## src/rtl/tick_feed_pkg.sv

```systemverilog
// Shared types for the tick feed sequencer: FSM state encoding and channel-index width helper.
package tick_feed_pkg;

    typedef enum logic [2:0] {
        StIdle,
        StWait,
        StFetch,
        StLoad,
        StPresent
    } state_e;

    // A single-channel build still carries a 1-bit channel field.
    function automatic int unsigned ch_width(input int unsigned num_ch);
        return (num_ch <= 1) ? 1 : $clog2(num_ch);
    endfunction

endpackage

```

## src/rtl/tick_interval_timer.sv

```systemverilog
// Free-running tick generator: counts 0..interval and pulses tick on the terminal count.
module tick_interval_timer #(
    parameter int unsigned Width = 16
) (
    input  logic             clk,
    input  logic             rst,
    input  logic             en_i,
    input  logic             load_i,
    input  logic [Width-1:0] interval_i,
    output logic             tick_o
);

    logic [Width-1:0] count_q, count_d;
    logic [Width-1:0] interval_q, interval_d;

    always_comb begin
        tick_o     = en_i && (count_q == interval_q);
        count_d    = count_q;
        interval_d = interval_q;
        if (load_i) begin
            count_d    = '0;
            interval_d = interval_i;
        end else if (en_i) begin
            count_d = tick_o ? '0 : count_q + Width'(1);
        end
    end

    always_ff @(posedge clk or posedge rst) begin
        if (rst) begin
            count_q    <= '0;
            interval_q <= '0;
        end else begin
            count_q    <= count_d;
            interval_q <= interval_d;
        end
    end

endmodule

```

## src/rtl/tick_feed_sequencer.sv

```systemverilog
// Tick-paced ROM replay source streaming one row of NUM_CH samples per tick over valid/ready.
// Define TICK_FEED_LOOP_EN to wrap to row 0 after the last row instead of stopping with done.
module tick_feed_sequencer
    import tick_feed_pkg::*;
#(
    parameter int unsigned DATA_WIDTH     = 16,
    parameter int unsigned NUM_CH         = 4,
    parameter int unsigned IDX_WIDTH      = 10,
    parameter int unsigned INTERVAL_WIDTH = 16,
    parameter int unsigned OVR_WIDTH      = 8,
    localparam int unsigned CH_W          = ch_width(NUM_CH)
) (
    input  logic                      clk,
    input  logic                      rst,
    input  logic                      start,
    input  logic                      stop,
    input  logic [INTERVAL_WIDTH-1:0] interval,
    output logic [IDX_WIDTH+CH_W-1:0] rom_addr,
    input  logic [DATA_WIDTH-1:0]     rom_data,
    output logic                      out_valid,
    input  logic                      out_ready,
    output logic [DATA_WIDTH-1:0]     out_data,
    output logic [CH_W-1:0]           out_ch,
    output logic                      out_last,
    output logic                      busy,
    output logic                      done,
    output logic [OVR_WIDTH-1:0]      overrun_cnt
);

    localparam int unsigned SUM_W = IDX_WIDTH + 2;

    state_e                  state_q, state_d;
    logic [IDX_WIDTH-1:0]    row_q, row_d;
    logic [IDX_WIDTH-1:0]    skip_q, skip_d;
    logic [CH_W-1:0]         ch_q, ch_d;
    logic                    stop_pend_q, stop_pend_d;
    logic                    done_q, done_d;
    logic [OVR_WIDTH-1:0]    ovr_q, ovr_d;
    logic [DATA_WIDTH-1:0]   data_q, data_d;
    logic [CH_W-1:0]         och_q, och_d;
    logic                    last_q, last_d;

    logic                    tick, timer_en, start_acc, drop, stop_eff, hs, last_ch, end_of_data;
    logic [SUM_W-1:0]        row_sum;
    logic [IDX_WIDTH-1:0]    row_next;

    assign timer_en  = (state_q != StIdle);
    assign start_acc = (state_q == StIdle) && start && !stop;
    assign drop      = tick && (state_q != StWait);
    assign stop_eff  = stop || stop_pend_q;
    assign hs        = (state_q == StPresent) && out_ready;
    assign last_ch   = (ch_q == CH_W'(NUM_CH - 1));

    // Each tick dropped during the burst pushes the next row one further ahead.
    assign row_sum = SUM_W'(row_q) + SUM_W'(skip_q) + SUM_W'(1) + SUM_W'(drop);

`ifdef TICK_FEED_LOOP_EN
    assign end_of_data = 1'b0;
    assign row_next    = row_sum[IDX_WIDTH-1:0];
`else
    assign end_of_data = &row_q;
    assign row_next    = (row_sum >= SUM_W'(2**IDX_WIDTH - 1)) ? {IDX_WIDTH{1'b1}}
                                                               : row_sum[IDX_WIDTH-1:0];
`endif

    tick_interval_timer #(
        .Width (INTERVAL_WIDTH)
    ) u_timer (
        .clk        (clk),
        .rst        (rst),
        .en_i       (timer_en),
        .load_i     (start_acc),
        .interval_i (interval),
        .tick_o     (tick)
    );

    always_ff @(posedge clk or posedge rst) begin
        if (rst) begin
            state_q <= StIdle;
        end else begin
            state_q <= state_d;
        end
    end

    always_comb begin
        state_d = state_q;
        unique case (state_q)
            StIdle:    if (start && !stop) state_d = StWait;
            StWait: begin
                if (stop_eff)  state_d = StIdle;
                else if (tick) state_d = StFetch;
            end
            StFetch:   state_d = stop_eff ? StIdle : StLoad;
            StLoad:    state_d = stop_eff ? StIdle : StPresent;
            StPresent: begin
                // Stop is honoured only at a handshake so a presented sample is never withdrawn.
                if (out_ready) begin
                    if (!last_ch)                     state_d = stop_eff ? StIdle : StFetch;
                    else if (end_of_data || stop_eff) state_d = StIdle;
                    else                              state_d = StWait;
                end
            end
            default:   state_d = StIdle;
        endcase
    end

    always_comb begin
        out_valid   = (state_q == StPresent);
        busy        = (state_q != StIdle);
        rom_addr    = {row_q, ch_q};
        out_data    = data_q;
        out_ch      = och_q;
        out_last    = last_q;
        done        = done_q;
        overrun_cnt = ovr_q;
    end

    always_comb begin
        row_d       = row_q;
        skip_d      = skip_q;
        ch_d        = ch_q;
        stop_pend_d = stop_pend_q;
        done_d      = done_q;
        ovr_d       = ovr_q;
        data_d      = data_q;
        och_d       = och_q;
        last_d      = last_q;
        if (state_q == StIdle) begin
            stop_pend_d = 1'b0;
            if (start_acc) begin
                row_d  = '0;
                skip_d = '0;
                ch_d   = '0;
                done_d = 1'b0;
            end
        end else begin
            if (stop) stop_pend_d = 1'b1;
            if (drop) begin
                if (!(&ovr_q))  ovr_d  = ovr_q + OVR_WIDTH'(1);
                if (!(&skip_q)) skip_d = skip_q + IDX_WIDTH'(1);
            end
            if ((state_q == StWait) && tick) ch_d = '0;
            if (state_q == StLoad) begin
                data_d = rom_data;
                och_d  = ch_q;
                last_d = last_ch;
            end
            if (hs) begin
                if (!last_ch) begin
                    ch_d = ch_q + CH_W'(1);
                end else begin
                    ch_d   = '0;
                    skip_d = '0;
                    row_d  = row_next;
                    if (end_of_data) done_d = 1'b1;
                end
            end
        end
    end

    always_ff @(posedge clk or posedge rst) begin
        if (rst) begin
            row_q       <= '0;
            skip_q      <= '0;
            ch_q        <= '0;
            stop_pend_q <= 1'b0;
            done_q      <= 1'b0;
            ovr_q       <= '0;
            data_q      <= '0;
            och_q       <= '0;
            last_q      <= 1'b0;
        end else begin
            row_q       <= row_d;
            skip_q      <= skip_d;
            ch_q        <= ch_d;
            stop_pend_q <= stop_pend_d;
            done_q      <= done_d;
            ovr_q       <= ovr_d;
            data_q      <= data_d;
            och_q       <= och_d;
            last_q      <= last_d;
        end
    end

endmodule

```

## config.mk

```make
export PLATFORM = sky130hd
export DESIGN_NAME = tick_feed_sequencer
export DESIGN_NICKNAME = d
export VERILOG_FILES = /design/src/rtl/tick_feed_pkg.sv /design/src/rtl/tick_interval_timer.sv /design/src/rtl/tick_feed_sequencer.sv
export SDC_FILE = /design/constraint.sdc
export NUM_CORES = 1
export LEC_CHECK = 0
export ABC_CLOCK_PERIOD_IN_PS = 3200
export CAP_MARGIN = 10
export CORE_UTILIZATION = 31
export CTS_CLUSTER_DIAMETER = 40
export CTS_CLUSTER_SIZE = 30
export DETAILED_ROUTE_END_ITERATION = 16
export GPL_ROUTABILITY_DRIVEN = 0
export PLACE_DENSITY_LB_ADDON = 0.3
export REMOVE_ABC_BUFFERS = 1
export SYNTH_ARGS = -nofsm -noshare
export SYNTH_HDL_FRONTEND = slang
export SYNTH_SLANG_ARGS = --single-unit
```

## constraint.sdc

```tcl
create_clock -name clk -period 3.2 [get_ports clk]
set_input_delay 0.64 -clock clk [delete_from_list [all_inputs] [get_ports clk]]
set_output_delay 0.64 -clock clk [all_outputs]
set_load 0.01 [all_outputs]
```

==> tab_implementation.tex <==
\begin{tabular}{lr}
\hline
Metric & Value \\
\hline
\multicolumn{2}{l}{\textbf{Min path}} \\
\quad Min-Delay Path Class & reg2reg \\
\quad Endpoint of the worst hold path & state\_q[2] \\
\quad Start point of the worst min-delay path & stop\_pend\_q \\
\quad Hold Crit Depth & 1 \\
\multicolumn{2}{l}{\textbf{Status}} \\
\quad Run status & finished clean \\
\multicolumn{2}{l}{\textbf{Finish}} \\
\quad Multi-input logic area & roughly 2600 um\^{}2 \\
\quad Count of nets after finishing & between 600 and 700 \\
\quad Share of post-route cells with drive strength above 1 & 19.6\% \\
\quad Register area & 2150 um\^{}2 \\
\quad Non-Filler Instances & $\sim$800 \\
\quad Fillcell total & 1430 \\
\quad N\_diodes & 0 \\
\quad Layout overhead on the synthesized area & 35.2\% \\
\multicolumn{2}{l}{\textbf{Setup path}} \\
\quad Cell-by-cell listing of the critical path & xnor2\_2 > nand4\_1 > nor3\_2 > nand3\_2 > ha\_4 > inv\_2 > ha\_4 > inv\_2 > fa\_2 > nand2b\_4 > a211oi\_2 > nor3\_1 > a21oi\_2 > nor3\_2 > buf\_4 > a221oi\_2 \\
\quad Type of element capturing the critical path & flip-flop \\
\quad RR Endpoint & row\_q[0] \\
\quad Arrival time at the worst endpoint & $\sim$3.4 ns \\
\quad Critical-path top delay cell & dfrtp\_1 \\
\quad Minimum setup slack among reg-to-reg paths & 0.03 ns \\
\quad Origin of the critical flop-to-flop path & u\_timer.interval\_q[10] \\
\quad WP data required & approximately 3.5 ns \\
\quad R2R cell count & 16 \\
\quad Highest cell delay on the worst timing path & about 0.4 ns \\
\quad Critical path peak fanout & 6 \\
\quad Kind of critical path & reg2reg \\
\quad Startpoint types & flip-flop \\
\multicolumn{2}{l}{\textbf{Timing}} \\
\quad Achievable clock frequency & 315 MHz \\
\quad Setup TNS Final & 0 ns \\
\quad Worst-Margin Slew & 0.946 ns \\
\quad Smallest setup slack after layout & between 0.02 and 0.03 ns \\
\quad Slew margin rel. & 36.8\% \\
\quad Smallest hold slack & between 0.4 and 0.5 ns \\
\quad Final setup violating endpoints & 0 \\
\quad Unrepaired setup endpoints after global routing & true \\
\quad Number of slew-limit violations in the final report & 0 \\
\quad Post-Route Skew & 0.00540 ns \\
\quad Final critical-path required period & 3.17 ns \\
\quad Hold violation total from the final report & 0 \\
\quad Ratio of final minimum period to clock period & between 90\% and 100\% \\
\multicolumn{2}{l}{\textbf{Global route}} \\
\quad Total GRT Usage & 15.9\% \\
\quad Via count of the first global-routing pass & 3982 \\
\quad Met2 Track Usage GR & 24.5\% \\
\quad Met1 Resource Use GR & between 20\% and 30\% \\
\quad Global routing met3 resource utilization & 2.63\% \\
\quad Number of antenna violations at the first check in global routing & 0 \\
\quad Most crowded layer after global routing & met2 \\
\quad Largest net degree at the start of global routing & 38 \\
\quad Sum of overflow across all layers after global routing & 0 \\
\quad Wire length of the first global-routing pass & between 20000 and 25000 um \\
\multicolumn{2}{l}{\textbf{Floorplanning}} \\
\quad Y dimension of the die & 126 um \\
\quad Overall die width & 126 um \\
\quad Die Outline Area & 15900 um\^{}2 \\
\quad Number of rows created at floorplan & 45 \\
\quad Core ar. & 15100 um\^{}2 \\
\quad Number of ports placed on the die boundary & 79 \\
\quad Initial Utilization & 31.6\% \\
\multicolumn{2}{l}{\textbf{Placed design}} \\
\quad Port Buf Inserts & 78 \\
\quad Pre-CTS setup slack & -0.188 ns \\
\quad Placed wire-length estimate & about 8900 um \\
\quad Post-placement cell count & 778 \\
\multicolumn{2}{l}{\textbf{Pwr}} \\
\quad Power share of the combinational group & about 43\% \\
\quad VDD IR-drop max & 0.376 mV \\
\quad Static Leakage & about 2.9 nW \\
\quad Final Total Pwr & between 4 and 5 mW \\
\quad Psw & 1.79 mW \\
\quad Cell area power density & 712 nW/um\^{}2 \\
\quad Power share of the clock group & 22.8\% \\
\quad Proportion of total power due to net switching & 38.9\% \\
\quad Register share of total power & 34.3\% \\
\quad Internal Power & 2.82 mW \\
\multicolumn{2}{l}{\textbf{Clock network}} \\
\quad Count of hold-fix buffers inserted at cts & 0 \\
\quad Clock sink count & 86 \\
\quad Clock transition at the registers of the reported paths & 0.06 ns \\
\quad Level count of the clock H-tree & 3 \\
\quad Number of buffers between clock root and the deepest sink & 2 \\
\quad Skew-Pair Late Insertion Delay & 0.35 ns \\
\quad Clock tree root driver cell & clkbuf\_16 \\
\quad TritonCTS clock tree & built \\
\quad Number of buffers created by CTS & 9 \\
\multicolumn{2}{l}{\textbf{Synth}} \\
\quad Biggest area contributors in the synthesized netlist & dfrtp\_1 45\%, nand2\_1 6.8\%, ha\_1 6.3\% \\
\quad Register bit count reported by yosys & 86 \\
\quad Netlist Area Pre-Place & about 4800 um\^{}2 \\
\quad Post-synth ARST share & 100\% \\
\quad Count of warnings emitted by yosys & 0 \\
\quad Mapped Cells & 489 \\
\quad Number of flops mapped to enable cells by yosys & 0 \\
\quad Share of synthesized area occupied by flip-flops and latches & 45.0\% \\
\quad Post-synth top area cell & dfrtp\_1 \\
\quad Yosys top cell area share & between 40\% and 50\% \\
\quad Netlist cell types & 61 \\
\quad Dominant synthesized flop cell & dfrtp\_1 \\
\quad Average size of a mapped cell & 9.79 um\^{}2 \\
\multicolumn{2}{l}{\textbf{Drt}} \\
\quad Antenna violation net count after detailed routing & 0 \\
\quad DRC violation count after routing & 0 \\
\quad Pre-Repair DR Iteration Count & 4 \\
\quad Count of vias placed by the detailed router & between 4000 and 5000 \\
\quad DRC marker count from the first detailed-route iteration & 222 \\
\quad Detail-routed net length per standard cell & 15.5 um \\
\quad WL final & 12300 um \\
\quad Routed via count divided by cell count & 5.21 \\
\multicolumn{2}{l}{\textbf{Job}} \\
\quad Number of maximum-capacitance violations & 0 \\
\hline
\end{tabular}
-- power groups by stage --
stage / combinational, mW / clock, mW / sequential (mW)
floorplan: 1.09 / 0 / 1.56
global placement: 1.82 / 0 / 1.58
detailed placement: 1.82 / 0 / 1.59
CTS: 1.89 / 1.07 / 1.58
global route: 2.16 / 1.12 / 1.61
finish: 1.98 / 1.05 / 1.58
-- Yosys cell counts (all sizes together), types with 2 or more instances --
library cell  number
o21ai             33
clkbuf             9
nand3             24
or4                6
o22ai              3
a21oi             16
o2111ai            2
nand2b             5
mux2              22
o21a               2
a22oi              2
dfrtp             86
a211oi            10
o32ai              2
nor3              13
and3               9
a31oi              3
a21o               6
xnor2             20
or2                2
nand4             10
buf                9
nand2             87
nor4               3
nor2              20
inv               14
a22o               8
ha                24
xor2              11
o311ai             3
o211ai             7
-- worst max-delay path, delay by kind of cell, from the launching register on --
family | cells | cell delay [ns]
AO/OA/AOI/OAI | 3 | 0.59
XOR/XNOR | 1 | 0.21
flip-flops | 1 | 0.41
buffers and inverters | 3 | 0.26
AND/OR/NAND/NOR | 6 | 0.84
adder cells (fa/ha/maj) | 3 | 0.75
-- layer usage --
metal / share of wire, % / vias up / routed length, um
met3: 4.1 / 17 / 505
met2: 46 / 117 / 5630
met1: 48 / 2002 / 5960
li1: - / 2004 / -
met4: 2.0 / 0 / 251
met5: 0 / - / 0
-- metrics by stage --
stage | cell area [um^2] | utilization (%)
after floorplan | 4690 | -
after global placement | 6030 | 39.8
after detailed placement | 6030 | 39.8
after CTS | 6370 | 42.1
after global routing | 6470 | 42.7
final | 6470 | 42.7
-- timing repair --
item / in CTS / in global routing
pin swaps: 7 / 16
buffers inserted: 1 / 1
endpoints found under the setup margin: 10 / 10
resized for setup: 10 / 22
cloned: 0 / 0
-- registers in the layout, indices dropped and copies added, names as in the netlist, 2 cells and up --
signal              cells
out_data               16
skip_q                 10
row_q                  10
u_timer.interval_q     16
ch_q                    2
overrun_cnt             8
u_timer.count_q        16
state_q                 3
out_ch                  2
-- kinds of logic after synthesis --
group                      after synthesis  share of synthesized area (%)
AOI/OAI and AO/OA                      106                           15.1
and+or+nand+nor                        187                           19.3
buffers and inverters                   32                           3.16
muxes                                   22                           5.18
DFF                                     86                           45.0
adders and majority gates               25                           6.69
xor gates and xnor gates                31                           5.67
-- worst max-delay path by stage --
stage                            from        to  slack (ns)  cells past startpoint
2_1_floorplan      u_timer.count_q[3]  row_q[8]       -0.57                     15
3_3_place_gp    u_timer.interval_q[1]  row_q[0]       -0.12                     16
3_5_place_dp    u_timer.interval_q[1]  row_q[8]       -0.19                     16
4_1_cts            u_timer.count_q[1]  row_q[0]       0.006                     16
5_1_grt        u_timer.interval_q[10]  row_q[8]       -0.15                     16
6_report       u_timer.interval_q[10]  row_q[0]        0.03                     16
-- layout by cell type, fill, tap and decap left out, types with 11 or more instances in the layout --
cell type / synthesis / final
xor2_1: 11 / 11
buf_4: 2 / 40
o21ai_0: 29 / 27
mux2_2: 22 / 22
nand3_1: 23 / 23
xnor2_1: 20 / 17
dfrtp_1: 86 / 86
clkdlybuf4s50_1: 0 / 78
nand2_1: 87 / 85
ha_1: 24 / 22
nor2_1: 19 / 19
-- area by class of cell --
type / instances / area share (%)
Multi-Input combinational cell: 371 / 40.4
Inverter: 14 / 0.870
Clock buffer: 11 / 3.75
Timing Repair Buffer: 121 / 17.4
Tap cell: 188 / 3.63
Clock inverter: 4 / 0.734
Sequential cell: 86 / 33.2
(Power assumes the default switching activity.)
